[src/rtl/commutator_route_loader.sv]
// commutator_route_loader
// Buffers route writes ("output channel N takes input S") in a small FIFO and
// replays each one onto the commutator's shared control bus with a one-hot
// load strobe framed by setup and hold phases.
// Optional feature macro: ROUTE_READBACK_EN adds a route_table shadow output.
//
// state  | meaning
// IDLE   | waiting for a queued route write
// SETUP  | ld_control driven, strobe low
// STROBE | ld_strobe[chan] high, commutator storage transparent
// HOLD   | strobe low, ld_control still held
module commutator_route_loader #(
    parameter int FIFO_DEPTH    = 4,
    parameter int SETUP_CYCLES  = 1,
    parameter int STROBE_CYCLES = 2,
    parameter int HOLD_CYCLES   = 1
) (
    input  logic                          clk,
    input  logic                          rst_n,
    input  logic                          wr_valid,
    output logic                          wr_ready,
    input  logic [1:0]                    wr_chan,
    input  logic [2:0]                    wr_src,
    output logic [2:0]                    ld_control,
    output logic [2:0]                    ld_strobe,
    output logic                          busy,
    output logic [$clog2(FIFO_DEPTH):0]   fifo_level,
    output logic                          err_chan
`ifdef ROUTE_READBACK_EN
    ,
    output logic [8:0]                    route_table
`endif
);

    localparam int AW   = $clog2(FIFO_DEPTH);
    localparam int LW   = AW + 1;
    localparam int MAX1 = (SETUP_CYCLES > STROBE_CYCLES) ? SETUP_CYCLES : STROBE_CYCLES;
    localparam int MAXC = (MAX1 > HOLD_CYCLES) ? MAX1 : HOLD_CYCLES;
    // Down-counter holds N-1 .. 0 for the longest phase
    localparam int CW   = (MAXC > 1) ? $clog2(MAXC) : 1;

    typedef enum logic [1:0] {IDLE, SETUP, STROBE, HOLD} state_t;

    state_t          state;
    logic [CW-1:0]   cnt;
    logic [1:0]      chan_q;
    logic [4:0]      mem [FIFO_DEPTH];
    logic [AW-1:0]   wr_ptr;
    logic [AW-1:0]   rd_ptr;
    logic            accept;
    logic            push;
    logic            pop;
    logic [1:0]      head_chan;
    logic [2:0]      head_src;

    assign wr_ready  = (fifo_level != LW'(FIFO_DEPTH));
    assign accept    = wr_valid && wr_ready;
    // Illegal channel 3 is consumed by the handshake but never queued
    assign push      = accept && (wr_chan != 2'd3);
    assign pop       = (state == IDLE) && (fifo_level != '0);
    assign head_chan = mem[rd_ptr][4:3];
    assign head_src  = mem[rd_ptr][2:0];
    assign busy      = (state != IDLE) || (fifo_level != '0);

    // FIFO storage; contents are don't-care until written, so no reset
    always_ff @(posedge clk) begin
        if (push) begin
            mem[wr_ptr] <= {wr_chan, wr_src};
        end
    end

    // FIFO pointers and occupancy; power-of-two depth lets pointers wrap naturally
    always_ff @(posedge clk or negedge rst_n) begin
        if (!rst_n) begin
            wr_ptr     <= '0;
            rd_ptr     <= '0;
            fifo_level <= '0;
        end else begin
            if (push) wr_ptr <= wr_ptr + 1'b1;
            if (pop)  rd_ptr <= rd_ptr + 1'b1;
            case ({push, pop})
                2'b10:   fifo_level <= fifo_level + 1'b1;
                2'b01:   fifo_level <= fifo_level - 1'b1;
                default: fifo_level <= fifo_level;
            endcase
        end
    end

    // Sticky illegal-channel flag
    always_ff @(posedge clk or negedge rst_n) begin
        if (!rst_n) begin
            err_chan <= 1'b0;
        end else if (accept && (wr_chan == 2'd3)) begin
            err_chan <= 1'b1;
        end
    end

    // Sequencer: pop, setup, strobe, hold with registered control and strobe
    always_ff @(posedge clk or negedge rst_n) begin
        if (!rst_n) begin
            state      <= IDLE;
            cnt        <= '0;
            chan_q     <= '0;
            ld_control <= '0;
            ld_strobe  <= '0;
        end else begin
            case (state)
                IDLE: begin
                    if (pop) begin
                        state      <= SETUP;
                        cnt        <= CW'(SETUP_CYCLES - 1);
                        chan_q     <= head_chan;
                        // Commutator mux select lines are wired MSB-first
                        ld_control <= {head_src[0], head_src[1], head_src[2]};
                    end
                end
                SETUP: begin
                    if (cnt == '0) begin
                        state     <= STROBE;
                        cnt       <= CW'(STROBE_CYCLES - 1);
                        ld_strobe <= 3'b001 << chan_q;
                    end else begin
                        cnt <= cnt - 1'b1;
                    end
                end
                STROBE: begin
                    if (cnt == '0) begin
                        state     <= HOLD;
                        cnt       <= CW'(HOLD_CYCLES - 1);
                        ld_strobe <= '0;
                    end else begin
                        cnt <= cnt - 1'b1;
                    end
                end
                HOLD: begin
                    if (cnt == '0) begin
                        state <= IDLE;
                    end else begin
                        cnt <= cnt - 1'b1;
                    end
                end
                default: state <= IDLE;
            endcase
        end
    end

`ifdef ROUTE_READBACK_EN
    logic [2:0] src_q;

    // Natural-binary copy of the source being loaded
    always_ff @(posedge clk or negedge rst_n) begin
        if (!rst_n) begin
            src_q <= '0;
        end else if (pop) begin
            src_q <= head_src;
        end
    end

    // Shadow table commits when the strobe phase for a channel ends
    always_ff @(posedge clk or negedge rst_n) begin
        if (!rst_n) begin
            route_table <= '0;
        end else if ((state == STROBE) && (cnt == '0)) begin
            case (chan_q)
                2'd0:    route_table[2:0] <= src_q;
                2'd1:    route_table[5:3] <= src_q;
                2'd2:    route_table[8:6] <= src_q;
                default: route_table      <= route_table;
            endcase
        end
    end
`endif

endmodule

[config.mk]
export PLATFORM = sky130hd
export DESIGN_NAME = commutator_route_loader
export DESIGN_NICKNAME = d
export VERILOG_FILES = /design/src/rtl/commutator_route_loader.sv
export SDC_FILE = /design/constraint.sdc
export NUM_CORES = 1
export LEC_CHECK = 0
export CORE_ASPECT_RATIO = 1.75
export CORE_MARGIN = 2
export CORE_UTILIZATION = 40
export DETAILED_ROUTE_END_ITERATION = 8
export HOLD_SLACK_MARGIN = 0.1
export PLACE_DENSITY = 0.69
export SETUP_SLACK_MARGIN = 0.4
export SYNTH_ARGS = -nofsm -noshare
export SYNTH_HDL_FRONTEND = slang
export SYNTH_SLANG_ARGS = --single-unit
[constraint.sdc]
create_clock -name clk -period 2.1 [get_ports clk]
set_clock_uncertainty 0.1 [all_clocks]
set_input_delay 0.525 -clock clk [delete_from_list [all_inputs] [get_ports clk]]
set_output_delay 0.525 -clock clk [all_outputs]
set_load 0.005 [all_outputs]
Word level (Yosys, flattened, before mapping)

Memory sizes are Yosys's and may differ from the RTL's. A register that Yosys moved wholly into a read port is not among the register bits.
Cells that the tools add are included.

Reduce and logical (&&, ||, !) cells: 15
Shift-type cells: 1
Magnitude comparators: 0
Multipliers: 0
Divide/modulo/power cells: 0
Add/sub/neg operators: 5
Bitwise operators: 0
Muxes and demuxes: 15
Equal/unequal tests: 12

Operators by type and width:

| operator                                                              | count |
|---|---|
| 3-bit case mux with 2 select lines                                    | 2 |
| 2-bit != test, second input constant                                  | 5 |
| 2-bit equality test, second input constant                            | 4 |
| 2-bit two-way mux                                                     | 4 |
| 2-bit case mux with 4 select lines                                    | 1 |
| 3-bit two-way mux                                                     | 2 |
| 2-bit nonzero test                                                    | 3 |
| 1-bit two-way mux                                                     | 5 |
| 2-bit by 1-bit adder with 2-bit output, second input constant         | 2 |
| 2-bit by 1-bit equality test with 1-bit output, second input constant | 2 |
| 1-bit logical AND                                                     | 4 |
| 4-bit AND reduction                                                   | 1 |
| 3-bit by 1-bit adder with 3-bit output, second input constant         | 1 |
| 3-bit != test, second input constant                                  | 1 |
| 1-bit case mux with 3 select lines                                    | 1 |
| 3-bit AND reduction                                                   | 1 |
| 3-bit nonzero test                                                    | 1 |
| 1-bit by 2-bit left shift with 3-bit output, first input constant     | 1 |
| 3-bit by 1-bit subtractor with 3-bit output, second input constant    | 1 |
| 2-bit zero test                                                       | 1 |
| 2-bit AND reduction                                                   | 1 |
| 2-bit OR reduction                                                    | 1 |
| 1-bit zero test                                                       | 1 |
| 1-bit logical OR                                                      | 1 |
| 1-bit subtractor, second input constant                               | 1 |

Memories: 1
Bits in read-only memories: 0
Word-level logic and storage cells: 56
Register bits: 14
Bits in latches: 0
Output and inout bits: 12
Input port bits: 8
Memory bits (writable): 20

Memories:

| memory | words | bits a word | read ports | clocked after memory_dff | wr ports | line | RTL |
|---|---|---|---|---|---|---|---|
| mem    | 4     | 5           | 1          | 1                        | 1        | 47   | `logic [4:0] mem [FIFO_DEPTH];` |

Depth between registers and ports, before layout

Word-level depth: 5
Mapped depth: 10
Depth with buffers taken out: 10

Worst setup path after synthesis

No wires, ideal clock.

Path kind: reg-to-reg
Start point: reg fifo_level[0]
End point: reg fifo_level[2]
Path buffers: 1
Stages on the path, launching flop included: 11
Setup time: 0.079 ns
Required time: 1.921 ns
Arrival: 2.116 ns
Slack: -0.195 ns
Period minus slack after synthesis: 2.295 ns
Cell sequence: dfrtp_1 -> or3b_4 -> and3_4 -> buf_6 -> inv_1 -> ha_1 -> inv_1 -> fa_1 -> xor2_1 -> nor2_1 -> xor2_1

Longest elaborated chain between the ends: 5
Elaborated cells between the ends (all ways): 11
Classes of those cells: 2 x add/sub; 3 x eq/ne; 1 x mux; 5 x reduce/logical

RTL lines:

| element                                                                                      | line | RTL |
|---|---|---|
| start, declared                                                                              | 27   | `output logic [$clog2(FIFO_DEPTH):0] fifo_level,` |
| start signal, assigned                                                                       | 82   | `2'b10: fifo_level <= fifo_level + 1'b1;` |
| start signal, assigned                                                                       | 83   | `2'b01: fifo_level <= fifo_level - 1'b1;` |
| start signal, assigned                                                                       | 84   | `default: fifo_level <= fifo_level;` |
| 3-bit != test *                                                                              | 56   | `assign wr_ready = (fifo_level != LW'(FIFO_DEPTH));` |
| net wr_ready                                                                                 | 21   | `output logic wr_ready,` |
| 1-bit logical AND *                                                                          | 57   | `assign accept = wr_valid && wr_ready;` |
| 1-bit logical AND *                                                                          | 59   | `assign push = accept && (wr_chan != 2'd3);` |
| 2-bit by 1-bit equality test with 1-bit output / 2-bit equality test (equally long branches) | 81   | `case ({push, pop})` |
| 3-bit case mux with 2 select lines / 2-bit nonzero test (equally long branches)              | --   |  |

Mark *: on every way through the listed nets, which the timed path passes. The rest lies on a longest branch.
A chain may end at the register's enable or synchronous reset.

Final worst setup path

Start point: reg fifo_level[1]
End point: out busy

Longest elaborated chain between the ends: 2

RTL lines:

| element            | line | RTL |
|---|---|---|
| 3-bit nonzero test | 63   | `assign busy = (state != IDLE) \|\| (fifo_level != '0);` |
| 1-bit logical OR   | 63   |  |
| end, declared      | 26   | `output logic busy,` |

Every way passes these cells.

==> summary.md <==
| Metric | Value |
|---|---|
| Largest area contributor in the netlist | edfxtp_1 |
| Main synth FF type | edfxtp_1 |
| Gr ovfl total | 0 |
| IO buf count | 19 |
| Root buf cell | clkbuf_8 |
| Skew-Pair Late Insertion Delay | around 0.28 ns |
| Post-synthesis net count | about 140 |
| Commonest non-fill, non-tap cell in the layout | buf_4 |
| Reg2Reg Depth | 9 |
| Failing checks | setup timing |
| Flops & latches, synth | 39 |
| Via-to-Cell Ratio | 4.86 |
| Post-synthesis compound-gate area fraction | slightly below 4% |
| CTS H-tree depth | 2 |
| WP data required | 1.47 ns |
| Clock Tree Buf Depth | 2 |
| Slowest cell on crit path | or4b_4 |
| Total GRT Usage | 15.8% |
| Placed cell areas | roughly 2100 um^2 |
| Detailed-route via count | ~1100 |
| WL final | 3210 um |
| Avg Inst Size Synth | 14.8 um^2 |
| Minimum clock period after layout | approximately 2.1 ns |
| Fmax | roughly 470 MHz |
| Util after Layout | between 50 and 60% |
| Total iterations of the first detailed-routing run | 4 |
| Area contributors post-synth | edfxtp_1, dfrtp_1, ha_1 |
| Die Ht | about 91 um |
| Area grow syn2layout | 38.6% |
| Worst-path fanout max | 3 |
| Peak supply drop | about 1 mV |
| Cells after Synth | ~120 |
| Final Hold Vio Count | 0 |
| Setup TNS | -0.0378 ns |
| Distinct cells, synth | 30 |
| Synthesized-area fraction occupied by adder cells | ~8.5% |
| Max-cap viol count | 0 |
| Post-synth EDFFs | 20 |
| Critical Path Start Type | flip-flop |
| Post-route cell area | 2370 um^2 |
| Row count | 31 |
| Max-slew violation count | 0 |
| Worst slack at placement | -0.317 ns |
| Via count of the first global-routing pass | 1189 |
| Gpl congestion | roughly 0.67 |
| Crit. End Element | primary output |
| N_diodes | 0 |
| Mux contribution to synthesized area | about a tenth |
| Critical path class | reg2out |
| Layout cell share with drive strength beyond 1 | 40.7% |
| # DRC | 0 |
| Synth Area in Simple Gates | under 10% |
| Worst-margin pin slew | 0.383 ns |
| Initial core utilization | a little over two fifths |
| First-pass GRT wire length | 5490 um |
| TritonCTS clock tree | built |
| Dpl hpwl | roughly 2300 um |
| Final setup violation count | 2 |
| Core ar. | about 4000 um^2 |
| Async SR Flop Fraction | roughly half |
| Avg WL per Cell | ~15 um |
| Register area share after synthesis | 62.8% |
| Power, Total | roughly 3.4 mW |
| CP max stage delay | roughly 0.55 ns |
| Antenna violations before repair | 0 |
| DR iter-0 viols | 11 |
| Non-filler cells, final | around 220 |
| Lkg Pwr | just over 1 nW |
| Hold Path Cell Cnt | 2 |
| Worst path arrival time | 1.51 ns |
| Nets | 190 |
| Largest net degree at the start of global routing | 20 |
| Post-Place Cells | between 150 and 200 |
| Yosys top cell area share | 35.1% |
| CTS buffer count | 5 |
| Routed Antenna Nets | 0 |
| Clk sinks | 39 |
| Most frequent cells in the layout | buf_4, edfxtp_1, dfrtp_1 |
| Die W | 53.5 um |
| Relative slew slack | 74.4% |
| Setup ws final | -0.0358 ns |
| Synth Area in XOR/XNOR | 3.07% |
| Ys Warns | 0 |
| Worst hold path class | reg2reg |
| Status | complete, but fails checks |
| Power per cell area | 1440 nW/um^2 |
| Crit path cell chain | buf_4 -> or4b_4 -> buf_6 |
| Die area | 4840 um^2 |
| RSZ-0062 raised after global routing | true |
| Final worst path period share | 102% |
| Mapped cell area | approximately 1700 um^2 |
| Largest family of logic cells by synthesized area | multiplexers |
| I/O pin total | 20 |
| Clock transition at path regs | 0.07 ns |
| # hold bufs at CTS | 0 |
| Hold Slack | 0.375 ns |
==> area by class of cell <==
type,instances,area (um^2)
tap,49,61.3
clock buffer,5,68.8
clock inverter,3,20.0
fill,352,1740
sequential,39,1080
multi-input combinational,62,642
inverter,12,47.5
timing repair buffer,51,457
==> worst paths after layout <==
kind	endpoint	startpoint	slack, ns
max	busy	fifo_level[1]$_DFFE_PN0P_	-0.04
min	ld_control[2]$_DFFE_PN0P_	ld_control[2]$_DFFE_PN0P_	0.37
max reg2reg	fifo_level[2]$_DFFE_PN0P_	fifo_level[2]$_DFFE_PN0P_	0
min reg2reg	ld_control[2]$_DFFE_PN0P_	ld_control[2]$_DFFE_PN0P_	0.37
max in group asynchronous	fifo_level[0]$_DFFE_PN0P_	rst_n	1.21
min in group asynchronous	ld_control[1]$_DFFE_PN0P_	rst_n	0.47
==> Yosys cell counts, types with 2 or more instances <==
| cell type | number |
|---|---|
| edfxtp_1 | 20 |
| dfrtp_1 | 19 |
| nand2_1 | 14 |
| inv_1 | 11 |
| ha_1 | 10 |
| mux4_2 | 5 |
| xnor2_1 | 4 |
| and2_1 | 3 |
| mux2i_1 | 3 |
| o21ai_0 | 3 |
| a22o_1 | 2 |
| nor2_1 | 2 |
| nor3_1 | 2 |
| xor2_1 | 2 |
==> cells by family (layout without fill, tap and decap cells) <==
kind of cell	count (synthesis)	count (layout)
simple gates	26	26
xor+xnor	6	6
compound gates	9	9
buf+inv	15	71
fa+ha+maj	11	11
mux	10	10
flops	39	39
==> metal layers <==
layer | track usage, % | vias up | wire, um
met2 | 27.4 | 23 | 1830
li1 | - | 511 | -
met5 | 0 | - | 0
met4 | 6.84 | 0 | 87
met1 | 16.9 | 532 | 1190
met3 | 4.30 | 9 | 99
==> state kept, by name, indices dropped and copies added, names as in the netlist <==
signal      flops
mem            20
fifo_level      3
ld_control      3
ld_strobe       3
chan_q          2
rd_ptr          2
state           2
wr_ptr          2
cnt             1
err_chan        1
==> repair_timing <==
action | 4_1_cts | 5_1_grt
gates resized for setup | 38 | 7
setup buffers | 10 | 6
endpoints found under the setup margin | 36 | 24
pin swaps | 6 | 3
==> power by group <==
group | leakage [nW] | switching [mW] | internal [mW] | total (mW)
Clock | 0.0402 | 0.261 | 0.231 | 0.492
Sequential | 0.410 | 0.173 | 1.06 | 1.23
Combinational | 0.578 | 0.703 | 0.983 | 1.69
Total | 1.03 | 1.14 | 2.27 | 3.41
==> critical path: cells and delay by family (launching register included) <==
| kind | cells | cell delay [ns] |
|---|---|---|
| flops | 1 | 0.40 |
| simple gates | 1 | 0.55 |
| buf+inv | 2 | 0.27 |
No activity file was read; power rests on OpenSTA's default activity.
